## src/rtl/zrb_uart_reg_bridge.sv

```systemverilog
// ---------------------------------------------------------------------------
// ZrbUartRegBridge: turns short command frames received over a UART into
// 8-bit register bus transfers and answers with one response byte.
//
//   'W' addr data  -> register write, answers 'K' (or 'T' on bus timeout)
//   'R' addr       -> register read, answers the read byte (or 'T')
//   anything else  -> answers 'E' and pulses frame_err
//
// Ports
//   clk        in   rising-edge system clock
//   reset      in   asynchronous, active-high reset
//   rx_isr     in   RX FIFO non-empty, rx_data valid while high
//   rx_data    in   RX FIFO head byte (show-ahead)
//   rd         out  one-cycle pop strobe to the RX FIFO
//   tx_en      in   TX FIFO not full
//   tx_data    out  response byte to the TX FIFO
//   wr         out  one-cycle push strobe to the TX FIFO
//   reg_addr   out  register bus address
//   reg_wdata  out  register bus write data
//   reg_we     out  write request, held until ack or timeout
//   reg_re     out  read request, held until ack or timeout
//   reg_rdata  in   read data, valid with reg_ack
//   reg_ack    in   single-cycle completion from the register slave
//   busy       out  high whenever the bridge is not idle
//   frame_err  out  one-cycle pulse on a bad command or inter-byte timeout
// ---------------------------------------------------------------------------
module zrb_uart_reg_bridge #(
    parameter int unsigned IB_TIMEOUT  = 500000,
    parameter int unsigned BUS_TIMEOUT = 64
) (
    input  logic       clk,
    input  logic       reset,
    input  logic       rx_isr,
    input  logic [7:0] rx_data,
    output logic       rd,
    input  logic       tx_en,
    output logic [7:0] tx_data,
    output logic       wr,
    output logic [7:0] reg_addr,
    output logic [7:0] reg_wdata,
    output logic       reg_we,
    output logic       reg_re,
    input  logic [7:0] reg_rdata,
    input  logic       reg_ack,
    output logic       busy,
    output logic       frame_err
);

    localparam logic [2:0] IDLE     = 3'd0;
    localparam logic [2:0] GET_ADDR = 3'd1;
    localparam logic [2:0] GET_DATA = 3'd2;
    localparam logic [2:0] BUS_WR   = 3'd3;
    localparam logic [2:0] BUS_RD   = 3'd4;
    localparam logic [2:0] SEND     = 3'd5;

    localparam logic [7:0] CMD_WRITE = 8'h57;
    localparam logic [7:0] CMD_READ  = 8'h52;
    localparam logic [7:0] RSP_ERR   = 8'h45;
    localparam logic [7:0] RSP_OK    = 8'h4B;
    localparam logic [7:0] RSP_TMO   = 8'h54;

    // Terminal counts: the timeout fires on the edge that would make the
    // counter reach the parameter value.
    localparam logic [23:0] IB_LAST  = 24'(IB_TIMEOUT - 1);
    localparam logic [7:0]  BUS_LAST = 8'(BUS_TIMEOUT - 1);

    logic [2:0]  state_q,   state_d;
    logic        opWr_q,    opWr_d;
    logic [7:0]  addr_q,    addr_d;
    logic [7:0]  wdata_q,   wdata_d;
    logic [7:0]  resp_q,    resp_d;
    logic [23:0] ibCnt_q,   ibCnt_d;
    logic [7:0]  busCnt_q,  busCnt_d;
    logic        ferr_q,    ferr_d;

    logic rxState;
    logic ibCounting;
    logic ibExpired;
    logic popNow;
    logic sendNow;

    // Byte-receiving states pop the FIFO as soon as it shows a byte; every
    // pop also moves the FSM on, so one visit never pops twice.
    assign rxState    = (state_q == IDLE) || (state_q == GET_ADDR) || (state_q == GET_DATA);
    assign popNow     = rx_isr && rxState && !reset;
    assign ibCounting = ((state_q == GET_ADDR) || (state_q == GET_DATA)) && !rx_isr;
    assign ibExpired  = ibCounting && (ibCnt_q == IB_LAST);
    assign sendNow    = (state_q == SEND) && tx_en && !reset;

    assign rd        = popNow;
    assign wr        = sendNow;
    assign tx_data   = resp_q;
    assign reg_addr  = addr_q;
    assign reg_wdata = wdata_q;
    assign reg_we    = (state_q == BUS_WR) && !reset;
    assign reg_re    = (state_q == BUS_RD) && !reset;
    assign busy      = (state_q != IDLE);
    assign frame_err = ferr_q;

    // Next-state logic: command decoding, bus handshake with timeout and the
    // inter-byte watchdog. reg_ack is only looked at in the two bus states.
    always_comb begin
        state_d  = state_q;
        opWr_d   = opWr_q;
        addr_d   = addr_q;
        wdata_d  = wdata_q;
        resp_d   = resp_q;
        busCnt_d = busCnt_q;
        ibCnt_d  = ibCnt_q;
        ferr_d   = 1'b0;

        if (popNow || ibExpired) begin
            ibCnt_d = '0;
        end else if (ibCounting) begin
            ibCnt_d = ibCnt_q + 24'd1;
        end

        case (state_q)
            IDLE: begin
                if (popNow) begin
                    if (rx_data == CMD_WRITE) begin
                        opWr_d  = 1'b1;
                        state_d = GET_ADDR;
                    end else if (rx_data == CMD_READ) begin
                        opWr_d  = 1'b0;
                        state_d = GET_ADDR;
                    end else begin
                        resp_d  = RSP_ERR;
                        ferr_d  = 1'b1;
                        state_d = SEND;
                    end
                end
            end
            GET_ADDR: begin
                if (popNow) begin
                    addr_d   = rx_data;
                    busCnt_d = '0;
                    state_d  = opWr_q ? GET_DATA : BUS_RD;
                end else if (ibExpired) begin
                    ferr_d  = 1'b1;
                    state_d = IDLE;
                end
            end
            GET_DATA: begin
                if (popNow) begin
                    wdata_d  = rx_data;
                    busCnt_d = '0;
                    state_d  = BUS_WR;
                end else if (ibExpired) begin
                    ferr_d  = 1'b1;
                    state_d = IDLE;
                end
            end
            BUS_WR: begin
                // An ack in the last allowed cycle still counts as success.
                if (reg_ack) begin
                    resp_d  = RSP_OK;
                    state_d = SEND;
                end else if (busCnt_q == BUS_LAST) begin
                    resp_d  = RSP_TMO;
                    state_d = SEND;
                end else begin
                    busCnt_d = busCnt_q + 8'd1;
                end
            end
            BUS_RD: begin
                if (reg_ack) begin
                    resp_d  = reg_rdata;
                    state_d = SEND;
                end else if (busCnt_q == BUS_LAST) begin
                    resp_d  = RSP_TMO;
                    state_d = SEND;
                end else begin
                    busCnt_d = busCnt_q + 8'd1;
                end
            end
            SEND: begin
                // No timeout here: the response waits for TX space forever.
                if (tx_en) begin
                    state_d = IDLE;
                end
            end
            default: begin
                state_d = IDLE;
            end
        endcase
    end

    // State and datapath registers; reset clears everything so no stale
    // response or address can leak out after a mid-transaction reset.
    always_ff @(posedge clk or posedge reset) begin
        if (reset) begin
            state_q  <= IDLE;
            opWr_q   <= 1'b0;
            addr_q   <= '0;
            wdata_q  <= '0;
            resp_q   <= '0;
            ibCnt_q  <= '0;
            busCnt_q <= '0;
            ferr_q   <= 1'b0;
        end else begin
            state_q  <= state_d;
            opWr_q   <= opWr_d;
            addr_q   <= addr_d;
            wdata_q  <= wdata_d;
            resp_q   <= resp_d;
            ibCnt_q  <= ibCnt_d;
            busCnt_q <= busCnt_d;
            ferr_q   <= ferr_d;
        end
    end

endmodule

```

## config.mk

```make
export PLATFORM = sky130hd
export DESIGN_NAME = zrb_uart_reg_bridge
export DESIGN_NICKNAME = d
export VERILOG_FILES = /design/src/rtl/zrb_uart_reg_bridge.sv
export SDC_FILE = /design/constraint.sdc
export NUM_CORES = 1
export LEC_CHECK = 0
export ABC_AREA = 0
export CORE_MARGIN = 2
export CORE_UTILIZATION = 30
export DETAILED_ROUTE_END_ITERATION = 7
export GPL_TIMING_DRIVEN = 0
export PLACE_DENSITY_LB_ADDON = 0.1
export SLEW_MARGIN = 30
export SYNTH_ARGS = -nofsm -noshare
export SYNTH_HDL_FRONTEND = slang
export SYNTH_SLANG_ARGS = --single-unit
```

## constraint.sdc

```tcl
create_clock -name clk -period 5.1 [get_ports clk]
set_input_delay 1.02 -clock clk [delete_from_list [all_inputs] [get_ports clk]]
set_output_delay 1.02 -clock clk [all_outputs]
set_load 0.05 [all_outputs]
```

; Word level (Yosys, flattened, before mapping)
; Index checks and enable logic that the tools add are counted.
[classes]
muxes = 32
eq_ne = 17
n_addsub = 2
reduce_logical = 28
[ops]
columns = op, count
row1 = $mux 8, 9
row2 = $mux 24, 2
row3 = $mux 3, 10
row4 = $add 24x1->24 const B, 1
row5 = $eq 24x19->1 const B, 1
row6 = $pmux 8 s3, 1
row7 = $eq 8x7->1 const B, 2
row8 = $pmux 8 s2, 1
row9 = $pmux 3 s5, 1
row10 = $ne 2x2->1 const B, 6
row11 = $add 8x1->8 const B, 1
row12 = $eq 8x6->1 const B, 1
row13 = $logic_and 1x1->1, 8
row14 = $reduce_and 4->1, 2
row15 = $mux 1, 7
row16 = $eq 3x2->1 const B, 2
row17 = $eq 3x3->1 const B, 2
row18 = $reduce_and 3->1, 2
row19 = $reduce_bool 2->1, 3
row20 = $reduce_bool 3->1, 2
row21 = $logic_or 1x1->1, 4
row22 = $reduce_and 2->1, 2
row23 = $reduce_or 2->1, 2
row24 = $eq 3x1->1 const B, 1
row25 = 5 further kinds, 6
[word_totals]
out_inout_bits = 30
inputBits = 21
elab_cells = 87
ff_bits = 61

; Logic depth before layout (Yosys ltp)
; Gate-level depths: netlist (run 1).
[depth]
ltp_word = 7
depth_mapped = 7
ltp_nobuf = 6

; Least setup slack after synthesis (run 1)
; OpenSTA, ideal clock, no wires.
[synth_timing]
path_type = input port to output port
start = input port reset
end = output port wr
path_stages = 1
n_path_buf = 0
arrival_ns = 2.117
setup_slack_ns = 1.963
required_ns = 4.080
cell_sequence = nor3_1
[synth_via]
elab_chain_len = 2
[synth_lines]
columns = element, line
row1 = start: declaration, 32  ; input logic reset,
row2 = $logic_not 1->1 (no line), -
row3 = $logic_and 1x1->1, 88  ; assign sendNow = (state_q == SEND) && tx_en && !reset;
row4 = end: declaration, 38  ; output logic wr,
; No other way between the ends.

; Final worst setup path (run 1)
[layout_timing]
start = input port rx_isr
end = output port rd
[layout_via]
elab_chain_len = 2
[layout_lines]
columns = element, line
row1 = start: declaration, 33  ; input logic rx_isr,
row2 = $logic_and 1x1->1 (2 in a row), 85  ; assign popNow = rx_isr && rxState && !reset;
row3 = end: declaration, 35  ; output logic rd,
; No other way between the ends.

==> impl_metrics.env, run 1 <==
export IMPL_outcome="finished clean"
export IMPL_slowest_delay_ns=0.89
export IMPL_pin_count=51
export IMPL_hold_viol=0
export IMPL_ir_drop_mv=0.313
export IMPL_final_layout_size_suffix_gt1_frac=0.126
export IMPL_multi_input_area_um2=1470
export IMPL_power_switching_uw=986
export IMPL_cellLeakagePower_uw=0.00174
export IMPL_wl_per_cell_um=14.8
export IMPL_synth_nets=329
export IMPL_start_util=0.311
export IMPL_io_buffers=50
export IMPL_worstMarginPinSlew_ns=0.734
export IMPL_placed_cells=490
export IMPL_die_y_um=105
export IMPL_ys_flop_type="dfrtp_1"
export IMPL_cts_buffers=9
export IMPL_synth_cell_types=52
export IMPL_final_max_slew_viol_count=0
export IMPL_rsz0062_at_grt="no"
export IMPL_cts_setup_buffers=0
export IMPL_clkPwrFrac=0.220
export IMPL_setup_viol=0
export IMPL_seqPwrFrac=0.308
export IMPL_dp_hpwl_mm=5.18
export IMPL_finalWorstSetupSlack_ns=0.723
export IMPL_vias_per_cell=4.84
export IMPL_avgSynthCellArea_um2=9.97
export IMPL_core_um2=9820
export IMPL_slew_headroom=0.511
export IMPL_grt_pass1_wl_mm=12.7
export IMPL_skew_ns=0.0121
export IMPL_grt_max_degree=39
export IMPL_place_congestion=0.773
export IMPL_nNetsFinal=391
export IMPL_route_detailed_drc=0
export IMPL_hold_path_class="reg -> reg"
export IMPL_die_x_um=105
export IMPL_clock_path_buffers=2
export IMPL_cpMostUsedCell="clkdlybuf4s50_1"
export IMPL_syn_instance_count=306
export IMPL_drt_wl_total_mm=7.50
export IMPL_final_cells=506
export IMPL_post_cts_resized=0
export IMPL_clk_latency_ns=0.35
export IMPL_drtIter0Drc=84
export IMPL_cts_clk_slew_worst_paths_ns=0.07
export IMPL_setup_tns_ns=0
export IMPL_grt_antenna_before_repair=0
export IMPL_worstPathCellList="clkdlybuf4s50_1 > or3b_4 > a21oi_2 > clkdlybuf4s50_1"
export IMPL_vias=2450
export IMPL_setup_worst_path_start_class="primary input"
export IMPL_drtPass1Iterations=4
export IMPL_track_usage=0.145
export IMPL_crit_family="buffers and inverters"
export IMPL_synth_area_um2=3050
export IMPL_worst_setup_path_end_kind="primary output"
export IMPL_nFillCells=1004
export IMPL_cts_tree="built"
export IMPL_overflow=0
export IMPL_root_buffer="clkbuf_8"
export IMPL_fin_util=0.405
export IMPL_die_area_um2=11000
export IMPL_ys_seq_area_frac=0.500
export IMPL_clock_sinks=61
export IMPL_grt_pass1_vias=2529
export IMPL_dp_slack_ns=0.698
export IMPL_cap_violations=0
export IMPL_htreeDepth=3
export IMPL_synth_top_area_share=0.500
export IMPL_hold_buffers=0
export IMPL_layout_worst_path_cycle_share=0.858
export IMPL_antennaDiodeCount=0
export IMPL_syn_to_final_growth_pct=30.2
export IMPL_synth_edf_count=0
export IMPL_fp_row_count=36
export IMPL_synth_area_leader_cell="dfrtp_1"
export IMPL_period_needed_ns=4.38
export IMPL_ys_seq_elements=61
export IMPL_worst_path_buf_inv=2
export IMPL_pwr_share_comb=0.472
export IMPL_fmax_mhz=228
export IMPL_seq_area_um2=1530
export IMPL_postRouteAntennaNets=0
export IMPL_p_int_uw=1280
export IMPL_crit_type="in -> out"
export IMPL_crit_slowest_cell="clkdlybuf4s50_1"
export IMPL_synthArstFlopShare=1.00
export IMPL_p_sw_frac=0.435
export IMPL_critPathMaxFanout=8
export IMPL_cp_required_ns=4.08
export IMPL_cp_arrival_ns=3.36
export IMPL_ys_warnings_count=0
export IMPL_synth_area_leaders="dfrtp_1 50%, mux2_2 5.9%, nor2_1 5.5%"
export IMPL_pwr_density_cell_nw_per_um2=570
## cell families (layout without fill, tap and decap cells)
group | count (synthesis) | in the layout | synth area share
XOR/XNOR | 23 | 23 | 0.0660
flip-flops | 61 | 61 | 0.500
adder cells (fa/ha/maj) | 2 | 2 | 0.00820
AND/OR/NAND/NOR | 144 | 144 | 0.246
multiplexers | 18 | 18 | 0.0656
AO/OA/AOI/OAI | 45 | 45 | 0.0955
buffers and inverters | 13 | 80 | 0.0189
## cell type report
cell class | instances | area share
inverter | 4 | 0.00441
sequential | 61 | 0.384
clock buffer | 10 | 0.0346
tap | 133 | 0.0419
multi-input combinational | 232 | 0.369
clock inverter | 6 | 0.0236
timing repair buffer | 51 | 0.131
buffer | 9 | 0.0107
## layout by cell type (no fill, tap or decap), types with 5 or more instances in the layout
| master | count |
|---|---|
| a21oi_1 | 10 |
| and3_1 | 9 |
| and4_1 | 5 |
| clkbuf_8 | 10 |
| clkdlybuf4s50_1 | 50 |
| dfrtp_1 | 61 |
| mux2_2 | 16 |
| nand2_1 | 27 |
| nand3_1 | 17 |
| nand4_1 | 11 |
| nor2_1 | 45 |
| nor3_1 | 5 |
| o21ai_0 | 16 |
| xor2_1 | 19 |
## cells in the mapped netlist (2+ instances only)
cell type  count
clkbuf_1       4
ha_1           2
and4_1         5
and3_1         9
nand2b_1       2
xnor2_1        4
mux2i_1        2
xor2_1        19
a32o_1         2
and2_1         2
nand3_1       17
nor4_1         3
a22oi_1        2
nand2_1       27
nor2b_1        3
a22o_1         3
a21oi_1       10
nand4_1       11
inv_1          4
o21ai_0       16
nor2_1        45
buf_2          4
dfrtp_1       61
mux2_2        16
nor3_1         5
nor3b_1        2
## through the flow
step	total power, µW	hold slack [ns]	instance area, µm²
final	2270	0.492	3970
after global routing	2410	0.516	3970
after detailed placement	1780	0.481	3740
after floorplan	1430	0.468	3050
after CTS	2300	0.498	3970
after global placement	1780	0.485	3720
## worst paths after layout
kind	start	slack, ns	end	cells after the start
max	rx_isr	0.72	rd	4
min	tx_data[5]	0.49	tx_data[5]	1
max reg2reg	busCnt_q[0]	2.72	busCnt_q[4]	6
min reg2reg	tx_data[5]	0.49	tx_data[5]	1
max in group asynchronous	reset	3.36	frame_err	3
min in group asynchronous	reset	1.21	state_q[0]	2
## flip-flops by register name (all words and copies together), names as in the netlist
register,cells
tx_data,8
reg_wdata,8
ibCnt_q,24
opWr_q,1
state_q,3
busCnt_q,8
frame_err,1
reg_addr,8
## power by group through the flow
| stage | registers [µW] | logic [µW] | clock network [µW] |
|---|---|---|---|
| after floorplan | 1020 | 411 | 0 |
| after global placement | 707 | 1070 | 0 |
| after detailed placement | 707 | 1080 | 0 |
| after CTS | 700 | 1080 | 519 |
| after global routing | 719 | 1150 | 540 |
| final | 698 | 1070 | 499 |
## worst register-to-register path: stages, from the launching register on
cell     delay (ns)
dfrtp_1        0.41
ha_1           0.25
and3_1         0.22
a41oi_1        0.61
a22oi_1        0.42
o21ai_0        0.25
o41ai_1        0.10
## metal layers
metal  track usage  wire (µm)  vias up
li1              -          -     1224
met1         0.187       3600     1185
met2         0.231       3560       31
met3        0.0480        240       10
met4        0.0419         95        0
met5             0          0        -
(Power assumes the default switching activity.)
==> run 2: changes to the inputs <==
--- a/config.mk
+++ b/config.mk
@@ -10,7 +10,7 @@
 export CORE_UTILIZATION = 30
 export DETAILED_ROUTE_END_ITERATION = 7
 export GPL_TIMING_DRIVEN = 0
-export PLACE_DENSITY_LB_ADDON = 0.1
+export PLACE_DENSITY_LB_ADDON = 0.05
 export SLEW_MARGIN = 30
 export SYNTH_ARGS = -nofsm -noshare
 export SYNTH_HDL_FRONTEND = slang
==> run 2 against run 1 <==
Non-clock buffer count unchanged; die area unchanged; hold slack better by 0.0051 ns; largest power group unchanged; critical path type unchanged; final cell count unchanged; sequential share of layout area up 0.13 points; via count grew 0.73%; maximum frequency grew 0.28%; power is 1.3% lower; design area fell by 0.35%; register-to-register slack better by 0.04 ns.
==> impl_metrics.env, run 2 (synthesis gave the netlist of run 1 again) <==
export IMPL_outcome="finished clean"
export IMPL_postRouteAntennaNets=0
export IMPL_slew_headroom=0.518
export IMPL_fp_row_count=36
export IMPL_post_cts_resized=0
export IMPL_worstMarginPinSlew_ns=0.723
export IMPL_cap_violations=0
export IMPL_period_needed_ns=4.36
export IMPL_final_common_cell="dfrtp_1"
export IMPL_cts_clk_slew_worst_paths_ns=0.07
export IMPL_ir_drop_mv=0.427
export IMPL_final_max_slew_viol_count=0
export IMPL_grt_pass1_vias=2538
export IMPL_most_common_layout_cells="61 x dfrtp_1, 50 x clkdlybuf4s50_1, 45 x nor2_1"
export IMPL_cp_arrival_ns=3.34
export IMPL_dp_hpwl_mm=5.40
export IMPL_grt_max_degree=42
export IMPL_cellLeakagePower_uw=0.00174
export IMPL_htreeDepth=3
export IMPL_fmax_mhz=229
export IMPL_pwr_density_cell_nw_per_um2=565
export IMPL_place_congestion=0.780
export IMPL_setup_viol=0
export IMPL_vias=2468
export IMPL_grt_antenna_before_repair=0
export IMPL_core_um2=9820
export IMPL_hold_viol=0
export IMPL_setup_tns_ns=0
export IMPL_overflow=0
export IMPL_crit_type="in -> out"
export IMPL_clock_sinks=61
export IMPL_drtPass1Iterations=4
export IMPL_hold_path_class="reg -> reg"
export IMPL_seqPwrFrac=0.314
export IMPL_p_sw_frac=0.440
export IMPL_cp_required_ns=4.08
export IMPL_vias_per_cell=4.88
export IMPL_final_layout_size_suffix_gt1_frac=0.126
export IMPL_antennaDiodeCount=0
export IMPL_skew_ns=0.0148
export IMPL_clkPwrFrac=0.208
export IMPL_clk_latency_ns=0.35
export IMPL_rsz0062_at_grt="no"
export IMPL_power_switching_uw=984
export IMPL_root_buffer="clkbuf_8"
export IMPL_io_buffers=50
export IMPL_drt_wl_total_mm=7.84
export IMPL_layout_worst_path_cycle_share=0.856
export IMPL_placed_cells=490
export IMPL_final_cells=506
export IMPL_route_detailed_drc=0
export IMPL_clock_path_buffers=2
export IMPL_cts_setup_buffers=0
export IMPL_start_util=0.311
export IMPL_wl_per_cell_um=15.5
export IMPL_pwr_share_comb=0.478
export IMPL_fin_util=0.403
export IMPL_die_area_um2=11000
export IMPL_cts_buffers=9
export IMPL_die_x_um=105
export IMPL_syn_to_final_growth_pct=29.7
export IMPL_cts_tree="built"
export IMPL_pin_count=51
export IMPL_p_int_uw=1250
export IMPL_hold_buffers=0
export IMPL_grt_pass1_wl_mm=13.5
export IMPL_regMostFlops="ibCnt_q"
export IMPL_track_usage=0.155
export IMPL_nNetsFinal=391
export IMPL_largest_reg_flops=24
export IMPL_die_y_um=105
export IMPL_setup_worst_path_start_class="primary input"
export IMPL_critPathMaxFanout=8
export IMPL_worst_setup_path_end_kind="primary output"
export IMPL_drtIter0Drc=76
[run 2: area by class of cell]
cell class | instances | area (µm²)
Fill cell | 1048 | 5860
Sequential cell | 61 | 1530
Multi-Input combinational cell | 232 | 1470
Timing Repair Buffer | 51 | 528
Tap cell | 133 | 166
Clock buffer | 12 | 165
Clock inverter | 4 | 45.0
Buffer | 9 | 42.5
Inverter | 4 | 17.5
[run 2: per-layer routing]
metal,up-vias,part of all wire,track usage
met3,9,0.031,0.0393
li1,1218,-,-
met4,0,0.012,0.0514
met1,1210,0.50,0.210
met2,31,0.46,0.240
met5,-,0,0
[run 2: through the flow]
| step | setup WS [ns] | instance area [µm²] | hold WS [ns] | total power, µW |
|---|---|---|---|---|
| final | 0.735 | 3960 | 0.497 | 2240 |
| after CTS | 0.717 | 3960 | 0.503 | 2270 |
| after global placement | 0.700 | 3720 | 0.478 | 1780 |
| after global routing | 0.633 | 3960 | 0.524 | 2380 |
| after floorplan | 1.96 | 3050 | 0.468 | 1430 |
| after detailed placement | 0.719 | 3750 | 0.486 | 1790 |
[run 2: path summary, 6_finish.rpt]
path	end	start	depth (start not counted)	slack, ns
min reg2reg	tx_data[7]	tx_data[7]	1	0.50
min in group asynchronous	state_q[2]	reset	2	1.15
max reg2reg	ibCnt_q[3]	ibCnt_q[0]	7	2.76
min	tx_data[7]	tx_data[7]	1	0.50
max in group asynchronous	ibCnt_q[23]	reset	3	3.42
max	rd	rx_isr	4	0.74
[run 2: worst max-delay path: stages]
cell and delay, ns:
clkdlybuf4s50_1 0.63, or3b_4 0.44, a21oi_2 0.36, clkdlybuf4s50_1 0.89
[run 2: power groups by stage]
| stage | Combinational, µW | Clock [µW] | Sequential [µW] |
|---|---|---|---|
| after floorplan | 411 | 0 | 1020 |
| after global placement | 1080 | 0 | 708 |
| after CTS | 1080 | 483 | 704 |
| after global routing | 1150 | 504 | 723 |
| after detailed placement | 1080 | 0 | 711 |
| final | 1070 | 465 | 702 |
==> run 3: changes to the inputs <==
--- a/config.mk
+++ b/config.mk
@@ -6,6 +6,7 @@
 export NUM_CORES = 1
 export LEC_CHECK = 0
 export ABC_AREA = 0
+export CAP_MARGIN = 30
 export CORE_MARGIN = 2
 export CORE_UTILIZATION = 30
 export DETAILED_ROUTE_END_ITERATION = 7
==> results of run 3 <==
The final DEF is identical to that of run 2; final timing and power are the same.
